$ cat src/rtl/mmio_io_hub.sv
// Memory-mapped game I/O hub: LFSR random source, LED command/status, and a
// debounced button event register with clear-on-read, muxed over RAM read data.
module mmio_io_hub #(
  parameter int          N_CH            = 4,
  parameter logic [11:0] BASE_ADDR       = 12'd5,
  parameter int          DEBOUNCE_CYCLES = 500000,
  parameter int          FLASH_CYCLES    = 25000000,
  parameter logic [31:0] LFSR_SEED       = 32'hACE1_0001
) (
  input  logic            clock,
  input  logic            reset,
  input  logic [11:0]     addr,
  input  logic            wren,
  input  logic            rden,
  input  logic [31:0]     data_in,
  input  logic [31:0]     ram_q,
  output logic [31:0]     q_out,
  input  logic [N_CH-1:0] buttons,
  output logic [N_CH-1:0] leds,
  output logic            irq_pending
);

  localparam int CHW = $clog2(N_CH);
  localparam int DW  = $clog2(DEBOUNCE_CYCLES);
  localparam int FW  = (FLASH_CYCLES > 1) ? $clog2(FLASH_CYCLES) : 1;
  localparam logic [DW-1:0] DB_LAST   = DW'(DEBOUNCE_CYCLES - 1);
  localparam logic [FW-1:0] FL_LAST   = FW'(FLASH_CYCLES - 1);
  localparam logic [31:0]   LFSR_TAPS = 32'h8020_0003;

  // Galois step for x^32 + x^22 + x^2 + x + 1, shifting toward bit 0.
  function automatic logic [31:0] lfsr_step(input logic [31:0] v);
    lfsr_step = {1'b0, v[31:1]} ^ (v[0] ? LFSR_TAPS : 32'h0000_0000);
  endfunction

  logic [N_CH-1:0] sync0_q, sync1_q, db_q, db_d, press_s;
  logic [DW-1:0]   db_cnt_q [N_CH];
  logic [DW-1:0]   db_cnt_d [N_CH];
  logic            valid_q, valid_d, ovf_q, ovf_d;
  logic [N_CH-1:0] mask_q, mask_d;
  logic [3:0]      idx_q, idx_d, first_s;
  logic [N_CH-1:0] on_q, on_d, flash_q, flash_d;
  logic [FW-1:0]   fcnt_q [N_CH];
  logic [FW-1:0]   fcnt_d [N_CH];
  logic [31:0]     lfsr_q, lfsr_d, hub_rd_s;

  logic [11:0]     off_s;
  logic            in_win_s, wr_rand_s, wr_led_s, clr_evt_s, chan_ok_s;
  logic [CHW-1:0]  chan_s;
  logic [1:0]      mode_s;

  assign off_s     = addr - BASE_ADDR;
  assign in_win_s  = (off_s < 12'd4);
  assign wr_rand_s = wren && in_win_s && (off_s[1:0] == 2'd0) && (data_in != 32'd0);
  assign wr_led_s  = wren && in_win_s && (off_s[1:0] == 2'd1);
  assign clr_evt_s = rden && in_win_s && (off_s[1:0] == 2'd2);
  assign chan_s    = data_in[CHW+1:2];
  assign mode_s    = data_in[1:0];
  assign chan_ok_s = (5'(chan_s) < 5'(N_CH));

  // Debounce: a press is the cycle the accepted level rises.
  always_comb begin
    db_d    = db_q;
    press_s = '0;
    for (int i = 0; i < N_CH; i++) begin
      db_cnt_d[i] = '0;
      if (sync1_q[i] != db_q[i]) begin
        if (db_cnt_q[i] == DB_LAST) begin
          db_d[i]    = sync1_q[i];
          press_s[i] = sync1_q[i];
        end else begin
          db_cnt_d[i] = db_cnt_q[i] + DW'(1);
        end
      end else begin
        db_cnt_d[i] = '0;
      end
    end
  end

  // Event register; a press coincident with a clearing read reloads it fresh.
  always_comb begin
    first_s = 4'd0;
    for (int i = N_CH - 1; i >= 0; i--) begin
      if (press_s[i]) begin
        first_s = 4'(i);
      end else begin
        first_s = first_s;
      end
    end
    valid_d = valid_q;
    ovf_d   = ovf_q;
    mask_d  = mask_q | press_s;
    idx_d   = idx_q;
    if (clr_evt_s) begin
      valid_d = |press_s;
      ovf_d   = 1'b0;
      mask_d  = press_s;
      idx_d   = first_s;
    end else if (|press_s) begin
      if (valid_q) begin
        ovf_d = 1'b1;
      end else begin
        valid_d = 1'b1;
        idx_d   = first_s;
      end
    end else begin
      valid_d = valid_q;
    end
  end

  // LED state: flash countdown first, then any command for this channel wins.
  always_comb begin
    on_d    = on_q;
    flash_d = flash_q;
    for (int i = 0; i < N_CH; i++) begin
      fcnt_d[i] = fcnt_q[i];
      if (flash_q[i]) begin
        if (fcnt_q[i] == '0) begin
          on_d[i]    = 1'b0;
          flash_d[i] = 1'b0;
        end else begin
          fcnt_d[i] = fcnt_q[i] - FW'(1);
        end
      end else begin
        fcnt_d[i] = fcnt_q[i];
      end
      if (wr_led_s && chan_ok_s && (chan_s == CHW'(i))) begin
        flash_d[i] = 1'b0;
        fcnt_d[i]  = '0;
        case (mode_s)
          2'b00:   on_d[i] = 1'b0;
          2'b01:   on_d[i] = 1'b1;
          2'b10: begin
            on_d[i]    = 1'b1;
            flash_d[i] = 1'b1;
            fcnt_d[i]  = FL_LAST;
          end
          2'b11:   on_d[i] = ~on_q[i];
          default: on_d[i] = on_q[i];
        endcase
      end else begin
        on_d[i] = on_d[i];
      end
    end
  end

  assign lfsr_d = wr_rand_s ? data_in : lfsr_step(lfsr_q);

  // Combinational read mux over RAM data.
  always_comb begin
    case (off_s[1:0])
      2'd0:    hub_rd_s = lfsr_q;
      2'd1:    hub_rd_s = 32'd0;
      2'd2:    hub_rd_s = {valid_q, ovf_q, 6'd0, 16'(mask_q), 4'd0, idx_q};
      2'd3:    hub_rd_s = 32'(on_q);
      default: hub_rd_s = 32'd0;
    endcase
    if (in_win_s) begin
      q_out = hub_rd_s;
    end else begin
      q_out = ram_q;
    end
  end

  assign leds        = on_q;
  assign irq_pending = valid_q;

  // State registers with synchronous reset.
  always_ff @(posedge clock) begin
    if (reset) begin
      sync0_q <= '0;
      sync1_q <= '0;
      db_q    <= '0;
      valid_q <= 1'b0;
      ovf_q   <= 1'b0;
      mask_q  <= '0;
      idx_q   <= 4'd0;
      on_q    <= '0;
      flash_q <= '0;
      lfsr_q  <= LFSR_SEED;
      for (int i = 0; i < N_CH; i++) begin
        db_cnt_q[i] <= '0;
        fcnt_q[i]   <= '0;
      end
    end else begin
      sync0_q <= buttons;
      sync1_q <= sync0_q;
      db_q    <= db_d;
      valid_q <= valid_d;
      ovf_q   <= ovf_d;
      mask_q  <= mask_d;
      idx_q   <= idx_d;
      on_q    <= on_d;
      flash_q <= flash_d;
      lfsr_q  <= lfsr_d;
      for (int i = 0; i < N_CH; i++) begin
        db_cnt_q[i] <= db_cnt_d[i];
        fcnt_q[i]   <= fcnt_d[i];
      end
    end
  end

endmodule
$ cat config.mk
export PLATFORM = sky130hd
export DESIGN_NAME = mmio_io_hub
export DESIGN_NICKNAME = d
export VERILOG_FILES = /design/src/rtl/mmio_io_hub.sv
export SDC_FILE = /design/constraint.sdc
export NUM_CORES = 1
export LEC_CHECK = 0
export CORE_UTILIZATION = 40
export CTS_CLUSTER_DIAMETER = 80
export DETAILED_ROUTE_END_ITERATION = 8
export PLACE_DENSITY_LB_ADDON = 0.25
export SETUP_SLACK_MARGIN = 0.05
export SYNTH_ARGS = -nofsm -noshare
export SYNTH_HDL_FRONTEND = slang
export SYNTH_SLANG_ARGS = --single-unit
$ cat constraint.sdc
create_clock -name clock -period 2.6 [get_ports clock]
set_clock_uncertainty 0.15 [all_clocks]
set_input_delay 0.52 -clock clock [delete_from_list [all_inputs] [get_ports clock]]
set_output_delay 0.52 -clock clock [all_outputs]
set_load 0.05 [all_outputs]
==> results of run 1 <==
==> placed cells by master (no fill, tap or decap), types with 8 or more instances in the layout <==
cell	count
nand3_1	67
nand3_2	22
dfxtp_1	236
or4_1	11
a21oi_1	86
and4_1	10
nand2_4	54
and3_1	17
buf_4	76
clkdlybuf4s50_1	73
nand4b_1	12
nor4_1	31
xnor2_1	62
o21ai_0	35
nand4_1	23
ha_1	14
buf_12	40
xor2_1	92
clkbuf_16	28
or3_1	15
nor2b_1	18
nor2_1	158
nor3_1	33
inv_1	19
o31ai_1	8
nand2_1	144
==> state kept, by name, summed over array words and instances (netlist names) <==
name         flops
db_cnt_q        76
db_q             4
fcnt_q         100
flash_q          4
idx_q            2
irq_pending      1
leds             4
lfsr_q          32
mask_q           4
ovf_q            1
sync0_q          4
sync1_q          4
==> path summary, 6_finish.rpt <==
kind,start,end,slack [ps],depth (start not counted)
worst max-delay path,addr[8],q_out[3],-310,7
worst max register to register,fcnt_q[2][21],fcnt_q[2][18],180,6
worst min-delay path,sync0_q[3],sync1_q[3],280,1
worst min register to register,sync0_q[3],sync1_q[3],280,1
==> per-layer routing <==
layer  vias to the layer above  part of all wire [%]  wire length, um  GRT usage, %
li1                       5054                     -                -             -
met1                      4621                    45            12900          25.4
met2                       202                    47            13300          33.9
met3                        49                   5.7             1630          4.40
met4                         0                   2.1              595          5.30
met5                         -                     0                0             0
==> critical path, cell delays in order <==
cell	delay [ps]
buf_6	90
or4_4	540
or3_4	420
buf_12	150
buf_12	140
o31ai_4	210
buf_12	170
==> through the flow <==
step	worst slack (ps)	hold slack (ps)	total power, uW
floorplan	-259	263	4030
global placement	-710	270	4390
detailed placement	-702	275	4390
CTS	-354	277	8200
global route	-351	284	8430
finish	-313	284	8130
==> power by group through the flow <==
| stage | clock network (uW) | registers (uW) | logic, uW |
|---|---|---|---|
| global placement | 0 | 3750 | 634 |
| finish | 3790 | 3680 | 661 |
| floorplan | 0 | 3750 | 286 |
| CTS | 3870 | 3680 | 657 |
| global route | 4050 | 3680 | 699 |
| detailed placement | 0 | 3750 | 638 |
==> layout make-up <==
cell class / instances / area (um^2) / share of cell area, %
Clock inverter: 6 / 108 / 0.704
Tap cell: 372 / 465 / 3.04
Multi-Input combinational cell: 1035 / 6730 / 44.0
Sequential cell: 236 / 4720 / 30.9
Clock buffer: 39 / 781 / 5.11
Timing Repair Buffer: 215 / 2410 / 15.8
Inverter: 20 / 75.1 / 0.491
==> cell families after synthesis <==
family | count (synthesis)
buffers and inverters | 75
flip-flops | 236
AND/OR/NAND/NOR | 677
adder cells (fa/ha/maj) | 14
multiplexers | 13
AO/OA/AOI/OAI | 177
XOR/XNOR | 154
==> what timing repair did <==
item                       CTS  global route
pin swaps                   50             8
hold buffers                 0             0
setup endpoints to repair   40            47
buffers inserted             4             1
gates cloned                 3             1
resized for setup           74            38
==> impl_metrics.csv, run 1 <==
group,metric,value,unit
outcome,outcome,"finished, violations left",
outcome,violations,"negative setup slack",
logic_synthesis,yosysSeqAreaShare,42.4,%
power_and_ir_drop,p_comb_share,8.1,%
clock_tree,cts_tree,"done",
job,drv_cap,0,
logic_synthesis,yosysWarnings,0,
logic_synthesis,synth_fa_ha_area_share,1.57,%
timing,finalCriticalPeriod,2910,ps
power_and_ir_drop,clkPwrFrac,46.6,%
logic_synthesis,ys_ff_latch,236,
logic_synthesis,synth_compound_area_share,9.13,%
power_and_ir_drop,pwr-share-seq,45.2,%
layout,fillers,2446,
hold_path,hold_class,"register to register",
logic_synthesis,synth_cell_type_count,65,
logic_synthesis,synth_xor_area_share,12.1,%
logic_synthesis,synth.largest_area_cell,"dfxtp_1",
power_and_ir_drop,p_leak,0.00559,uW
layout,syn2layout_area_growth,37.2,%
global_route,grt.total_usage,20.0,%
floorplanning,ios,121,
timing,fin_crit_sh,112,%
route,drt-total-wl,28400,um
logic_synthesis,synthTopCellsByCount,"dfxtp_1, nand2_1, nor2_1",
route,drc,0,
timing,fmax,343,MHz
route,via_count,9926,
clock_tree,clock_latency,520,ps
power_and_ir_drop,p_switching,1800,uW
timing,slew_violations,0,
global_route,grt_overflow,0,
floorplanning,start_util,41.0,%
logic_synthesis,synth_edf_count,0,
logic_synthesis,synth_simple_gate_area_share,30.8,%
layout,nets,1632,
global_route,grt_max_degree,34,
floorplanning,die-width,169,um
setup_path,worstSetupPathType,"primary input to output pin",
route,drt-initial-drc-count,512,
logic_synthesis,synth_top_family_by_area,"simple AND/OR/NAND/NOR gates",
global_route,first_global_vias,9837,
timing,worstMarginPinSlew,618,ps
power_and_ir_drop,powerDensity,532,nW/um^2
logic_synthesis,synth-main-ff-cell,"dfxtp_1",
layout,stdcell_area,15300,um^2
logic_synthesis,syn_area_per_cell,8.28,um^2
timing,setup_viol,32,
clock_tree,clk_pin_slew,60,ps
floorplanning,die_h,169,um
layout,fin_cells,1923,
setup_path,critical_path_required,1930,ps
floorplanning,num_rows,60,
layout,final_layout_size_suffix_gt1_share,19.4,%
global_route,grt_pass1_wl,47400,um
setup_path,worst-endpoint-arrival,2240,ps
floorplanning,dieArea,28500,um^2
route,final_antenna_net_count,0,
placement,dpl.cell_count,1869,
clock_tree,clock_path_buffers,3,
logic_synthesis,syn-num-nets,1444,
timing,setup_ws,-313,ps
logic_synthesis,async_flop_share,0,%
layout,final_util,56.3,%
clock_tree,root_buffer,"clkbuf_16",
logic_synthesis,synthesis.area,11100,um^2
clock_tree,clock-sinks,236,
layout,antenna_cells,0,
route,wl_per_cell,14.8,um
clock_tree,cts_buffers,26,
timing,hold_viol,0,
setup_path,worstPathMaxFanout,8,
logic_synthesis,synthCells,1346,
logic_synthesis,yosys-top-cells-area,"dfxtp_1, xor2_1, nand2_1, nor2_1, xnor2_1",
route,first_pass_iters,5,
logic_synthesis,synth.area.mux_share,1.23,%
power_and_ir_drop,swShare,22.1,%
floorplanning,core_area,27200,um^2
timing,maxSlewHeadroom,58.8,%
logic_synthesis,synth_top_area_share,42.4,%
setup_path,worst_setup_path_start_kind,"primary input",
placement,dpl_cell_area,13900,um^2
route,via_per_inst,5.16,
power_and_ir_drop,ir_drop,0.000434,V
power_and_ir_drop,p_int,6330,uW
timing,fin_setup_tns,-8000,ps
placement,gp_congestion,0.798,
global_route,antenna_found_initial,0,
setup_path,end_kind,"output pin",
clock_tree,htreeDepth,1,
timing,rsz0062_at_grt,"true",
placement,hpwl,19900,um
placement,port_buffers,120,
logic_synthesis,synth.most_common_cell,"dfxtp_1",
(Power assumes the default switching activity.)
==> inputs of run 2 (changes only) <==
==> constraint.sdc (replaced) <==
create_clock -name clock -period 2.9 [get_ports clock]
set_clock_uncertainty 0.15 [all_clocks]
set_input_delay 0.58 -clock clock [delete_from_list [all_inputs] [get_ports clock]]
set_output_delay 0.58 -clock clock [all_outputs]
set_load 0.05 [all_outputs]
==> run 2 against run 1 <==
  * The flow still finishes with violations (negative setup slack)
  * Sequential power fell by 10%
  * Global-route usage decreased by 0.34 points
  * Critical path depth stayed put
  * Worst hold slack better by 3.4 ps
  * Combinational power shrank 12%
  * Clock power decreased by 14%
  * Critical path type unchanged
  * Largest power group is now sequential cells
  * Highest routed layer unchanged
==> impl_metrics.csv, run 2 (synthesized netlist as in run 1, its figures left out) <==
group,metric,value,unit
floorplanning,num_rows,60,
clock_tree,clock-sinks,236,
clock_tree,clock_path_buffers,3,
timing,setup_viol,32,
setup_path,worst_setup_path_start_kind,"primary input",
clock_tree,ctsHoldBuffers,0,
setup_path,r2r_slack,340,ps
clock_tree,cts_tree,"done",
route,first_pass_iters,5,
timing,slew_violations,0,
outcome,violations,"negative setup slack",
setup_path,worst-endpoint-arrival,2310,ps
layout,syn2layout_area_growth,35.7,%
timing,finalCriticalPeriod,3040,ps
setup_path,r2r-start,"fcnt_q[2][20]",
clock_tree,cts_buffers,25,
layout,layout_common_cells,"dfxtp_1, nor2_1, nand2_1",
layout,regMostFlops,"fcnt_q",
hold_path,hold_class,"register to register",
global_route,antenna_found_initial,0,
placement,hpwl,19800,um
floorplanning,dieArea,28500,um^2
setup_path,critPathMaxStageDelay,540,ps
route,final_antenna_net_count,0,
setup_path,critical_path_required,2170,ps
setup_path,cp_common_cell,"buf_12",
route,via_count,9850,
setup_path,r2r_cells,6,
setup_path,end_kind,"output pin",
global_route,grt_pass1_wl,46500,um
timing,rsz0062_at_grt,"true",
placement,gp_congestion,0.839,
global_route,grt_overflow,0,
floorplanning,start_util,41.0,%
timing,fmax,329,MHz
clock_tree,root_buffer,"clkbuf_16",
floorplanning,die-width,169,um
hold_path,min_path_cells,1,
clock_tree,clk_pin_slew,60,ps
timing,hold_viol,0,
placement,dp_slack,-535,ps
global_route,grt.total_usage,19.6,%
setup_path,critPathLaunch,"addr[8]",
floorplanning,ios,121,
layout,final_common_cell,"dfxtp_1",
layout,stdcell_area,15100,um^2
route,drt-initial-drc-count,413,
route,via_per_inst,5.17,
job,drv_cap,0,
clock_tree,clock_latency,520,ps
global_route,first_global_vias,9646,
placement,port_buffers,120,
setup_path,rr_endpoint,"fcnt_q[2][5]",
outcome,outcome,"finished, violations left",
placement,dpl_cell_area,13700,um^2
timing,fin_crit_sh,105,%
timing,worstMarginPinSlew,1020,ps
route,drc,0,
power_and_ir_drop,ir_drop,0.000292,V
layout,final_layout_size_suffix_gt1_share,18.5,%
layout,nets,1613,
route,drt-total-wl,28300,um
timing,maxSlewHeadroom,31.4,%
timing,setup_ws,-135,ps
layout,largest_register_ffs,100,
setup_path,worstPathMaxFanout,7,
setup_path,cp_slowest_cell,"or4_4",
global_route,grt_max_degree,26,
setup_path,worstSetupEndpoint,"q_out[2]",
power_and_ir_drop,p_leak,0.00547,uW
setup_path,worstSetupPathType,"primary input to output pin",
power_and_ir_drop,powerDensity,471,nW/um^2
floorplanning,die_h,169,um
clock_tree,htreeDepth,1,
route,wl_per_cell,14.8,um
floorplanning,core_area,27200,um^2
layout,reg_top3,"fcnt_q x100, db_cnt_q x76, lfsr_q x32",
layout,antenna_cells,0,
setup_path,crit_chain,"buf_6 > or4_4 > or3_4 > buf_12 > buf_12 > o31ai_4 > buf_12",
-- run 2: cell type report --
class	instances	area (um^2)
sequential	236	4720
clock buffer	37	751
inverter	20	75.1
tap	372	465
fill	2482	12100
clock inverter	7	88.8
timing repair buffer	197	2290
multi-input combinational	1035	6730
-- run 2: repair_timing --
item / in CTS / in global routing
hold endpoints to repair: 0 / 0
gates resized for setup: 75 / 34
gates cloned: 3 / 2
buffers inserted: 4 / 3
pin swaps: 53 / 7
endpoints found under the setup margin: 32 / 36
-- run 2: worst min path at each step --
| stage | startpoint | endpoint |
|---|---|---|
| final | sync0_q[3] | sync1_q[3] |
| after global routing | sync0_q[3] | sync1_q[3] |
| after CTS | sync0_q[3] | sync1_q[3] |
| after detailed placement | sync0_q[1] | sync1_q[1] |
| after global placement | sync0_q[3] | sync1_q[3] |
| after floorplan | db_cnt_q[2][0] | db_cnt_q[2][0] |
-- run 2: worst max-delay path: cells and delay by family --
kind / cells / cell delay, ps
buffers and inverters: 4 / 530
AO/OA/AOI/OAI: 1 / 220
AND/OR/NAND/NOR: 2 / 960
-- run 2: metal layers --
metal	vias up	wire (um)	global-route usage, %
met2	208	12900	32.7
met3	38	1760	4.63
met1	4596	13100	25.3
met5	-	0	0
met4	0	499	5.26
li1	5008	-	-
-- run 2: stage by stage --
step | instances | total power [uW] | hold WS [ps] | util [%] | setup TNS, ps
final | 1904 | 7130 | 287 | 55.7 | -2480
after global routing | 1904 | 7370 | 306 | 55.7 | -3770
after CTS | 1899 | 7180 | 291 | 54.8 | -2730
after detailed placement | 1848 | 3920 | 276 | 50.6 | -29480
after global placement | 1848 | 3920 | 273 | 50.6 | -30870
after floorplan | 1346 | 3610 | 263 | - | -384
-- run 2: report_power, final --
group          switching, uW  internal (uW)  leakage [uW]  total [uW]
clock network           1290           1960      0.000419        3250
registers               24.9           3270       0.00191        3300
logic                    295            289       0.00315         583
==> inputs of run 3 (changes only) <==
==> constraint.sdc (replaced) <==
create_clock -name clock -period 3.7 [get_ports clock]
set_clock_uncertainty 0.15 [all_clocks]
set_input_delay 0.74 -clock clock [delete_from_list [all_inputs] [get_ports clock]]
set_output_delay 0.74 -clock clock [all_outputs]
set_load 0.05 [all_outputs]
==> run 3 against run 2 <==
  * The run now ends clean
  * Combinational power down 30%
  * Register-to-register slack improved by 590 ps
  * Largest power group unchanged
  * First-iteration DRC count rose by 5.6%
  * Critical path type unchanged
  * Count of clock-buffer cells in the layout up 1
  * Design area shrank 6.4%
  * Total power down 22%
  * Sequential share of layout area is 2.1 points higher
  * Critical path depth rose by 1
  * Utilization is 3.5 points lower
  * Sequential power down 22%
  * Final cell count shrank 1.9%
  * Worst hold slack better by 0.50 ps
==> impl_metrics.csv, run 3 (synthesized netlist as in run 1, its figures left out) <==
group,metric,value,unit
outcome,outcome,"completed",
placement,gp_congestion,0.802,
setup_path,critPathMaxStageDelay,550,ps
layout,reg_top3,"fcnt_q x100, db_cnt_q x76, lfsr_q x32",
layout,largest_register_ffs,100,
setup_path,worst_setup_path_start_kind,"primary input",
route,drt-initial-drc-count,436,
clock_tree,clk_pin_slew,60,ps
timing,setup_ws,62.8,ps
layout,regMostFlops,"fcnt_q",
clock_tree,root_buffer,"clkbuf_16",
timing,setup_viol,0,
setup_path,worstPathMaxFanout,9,
placement,port_buffers,120,
route,via_count,9746,
global_route,grt_overflow,0,
clock_tree,clock_latency,530,ps
route,final_antenna_net_count,0,
timing,slew_violations,0,
layout,nets,1577,
floorplanning,start_util,41.0,%
global_route,grt_pass1_wl,45500,um
global_route,first_global_vias,9211,
placement,dpl.cell_count,1821,
route,via_per_inst,5.22,
clock_tree,clock_path_buffers,3,
setup_path,worst-endpoint-arrival,2750,ps
timing,maxSlewHeadroom,22.8,%
global_route,met1_usage,24.9,%
layout,final_layout_size_suffix_gt1_share,10.7,%
setup_path,crit_chain,"clkdlybuf4s50_1 > or4_4 > or3_4 > buf_12 > clkbuf_16 > nand2_1 > nand2_1 > buf_12",
route,drc,0,
global_route,grt.met2_usage,32.6,%
placement,dp_slack,-45.2,ps
layout,antenna_cells,0,
global_route,grtUsageMet3,3.86,%
layout,stdcell_area,14200,um^2
layout,fin_cells,1868,
layout,syn2layout_area_growth,27.1,%
timing,fmax,275,MHz
layout,layout_common_cells,"dfxtp_1, nand2_1, nor2_1",
global_route,busiest_layer,"met2",
placement,hpwl,19800,um
setup_path,critical_path_required,2810,ps
floorplanning,ios,121,
setup_path,cp_slowest_cell,"or4_4",
clock_tree,cts_tree,"done",
clock_tree,clock-sinks,236,
power_and_ir_drop,ir_drop,0.000219,V
clock_tree,htreeDepth,1,
global_route,grt.total_usage,19.4,%
global_route,antenna_found_initial,0,
timing,fin_setup_tns,0,ps
placement,dpl_cell_area,13200,um^2
timing,worstMarginPinSlew,1130,ps
timing,rsz0062_at_grt,"true",
hold_path,hold_class,"register to register",
setup_path,worstSetupPathType,"primary input to output pin",
job,drv_cap,0,
layout,final_common_cell,"dfxtp_1",
route,first_pass_iters,4,
clock_tree,ctsHoldBuffers,0,
global_route,grt_max_degree,26,
route,wl_per_cell,14.8,um
power_and_ir_drop,p_leak,0.00516,uW
timing,finalCriticalPeriod,3640,ps
clock_tree,post_cts_buffers,0,
timing,fin_crit_sh,98.3,%
floorplanning,num_rows,60,
setup_path,end_kind,"output pin",
power_and_ir_drop,powerDensity,390,nW/um^2
floorplanning,die-width,169,um
clock_tree,cts_buffers,27,
floorplanning,core_area,27200,um^2
floorplanning,die_h,169,um
timing,hold_viol,0,
route,drt-total-wl,27700,um
floorplanning,dieArea,28500,um^2
==> run 3: changes by cell type in the layout (fill, tap and decap cells not counted), sizes merged <==
| cell | previous run | this run |
|---|---|---|
| buf | 114 | 71 |
| bufinv | 2 | 1 |
| clkbuf | 42 | 39 |
| clkdlybuf4s15 | 3 | 0 |
| clkdlybuf4s50 | 75 | 87 |
| clkinv | 4 | 6 |
==> run 3: timing repair <==
action	in CTS	in global routing
resized for setup	6	14
endpoints found under the setup margin	32	27
pin swaps	0	2
gates cloned	0	1
==> run 3: critical path: cells and delay by family <==
family / cells / cell delay, ps
buffers and inverters: 4 / 870
AND/OR/NAND/NOR: 4 / 1130
==> run 3: worst paths after layout <==
path	from	end	slack [ps]	cells after the start
worst max-delay path	addr[9]	q_out[4]	60	8
worst min-delay path	sync0_q[1]	sync1_q[1]	290	1
worst max register to register	fcnt_q[0][0]	fcnt_q[0][6]	930	9
worst min register to register	sync0_q[1]	sync1_q[1]	290	1
==> run 3: routing by layer <==
metal  wire (um)  part of all wire [%]
met5           0                     0
met4         587                   2.1
met3        1640                   5.9
met2       12900                    47
met1       12500                    45
==> run 3: through the flow <==
step / util, % / total power, uW / hold WS (ps)
after global routing: 52.1 / 5720 / 314
final: 52.1 / 5530 / 287
after global placement: 48.7 / 3040 / 276
after CTS: 51.9 / 5600 / 292
after detailed placement: 48.7 / 3040 / 277
after floorplan: - / 2810 / 263
==> run 3: where the power goes <==
part           internal [uW]  switching, uW
Combinational            199            208
Clock                   1500           1030
Sequential              2570           19.1
Total                   4270           1260
==> run 3: cell type report <==
| type | count | area [um^2] |
|---|---|---|
| Clock inverter | 8 | 72.6 |
| Inverter | 20 | 75.1 |
| Multi-Input combinational cell | 1035 | 6180 |
| Timing Repair Buffer | 159 | 1880 |
| Sequential cell | 236 | 4720 |
| Clock buffer | 38 | 767 |
| Tap cell | 372 | 465 |
| Fill cell | 2608 | 13000 |
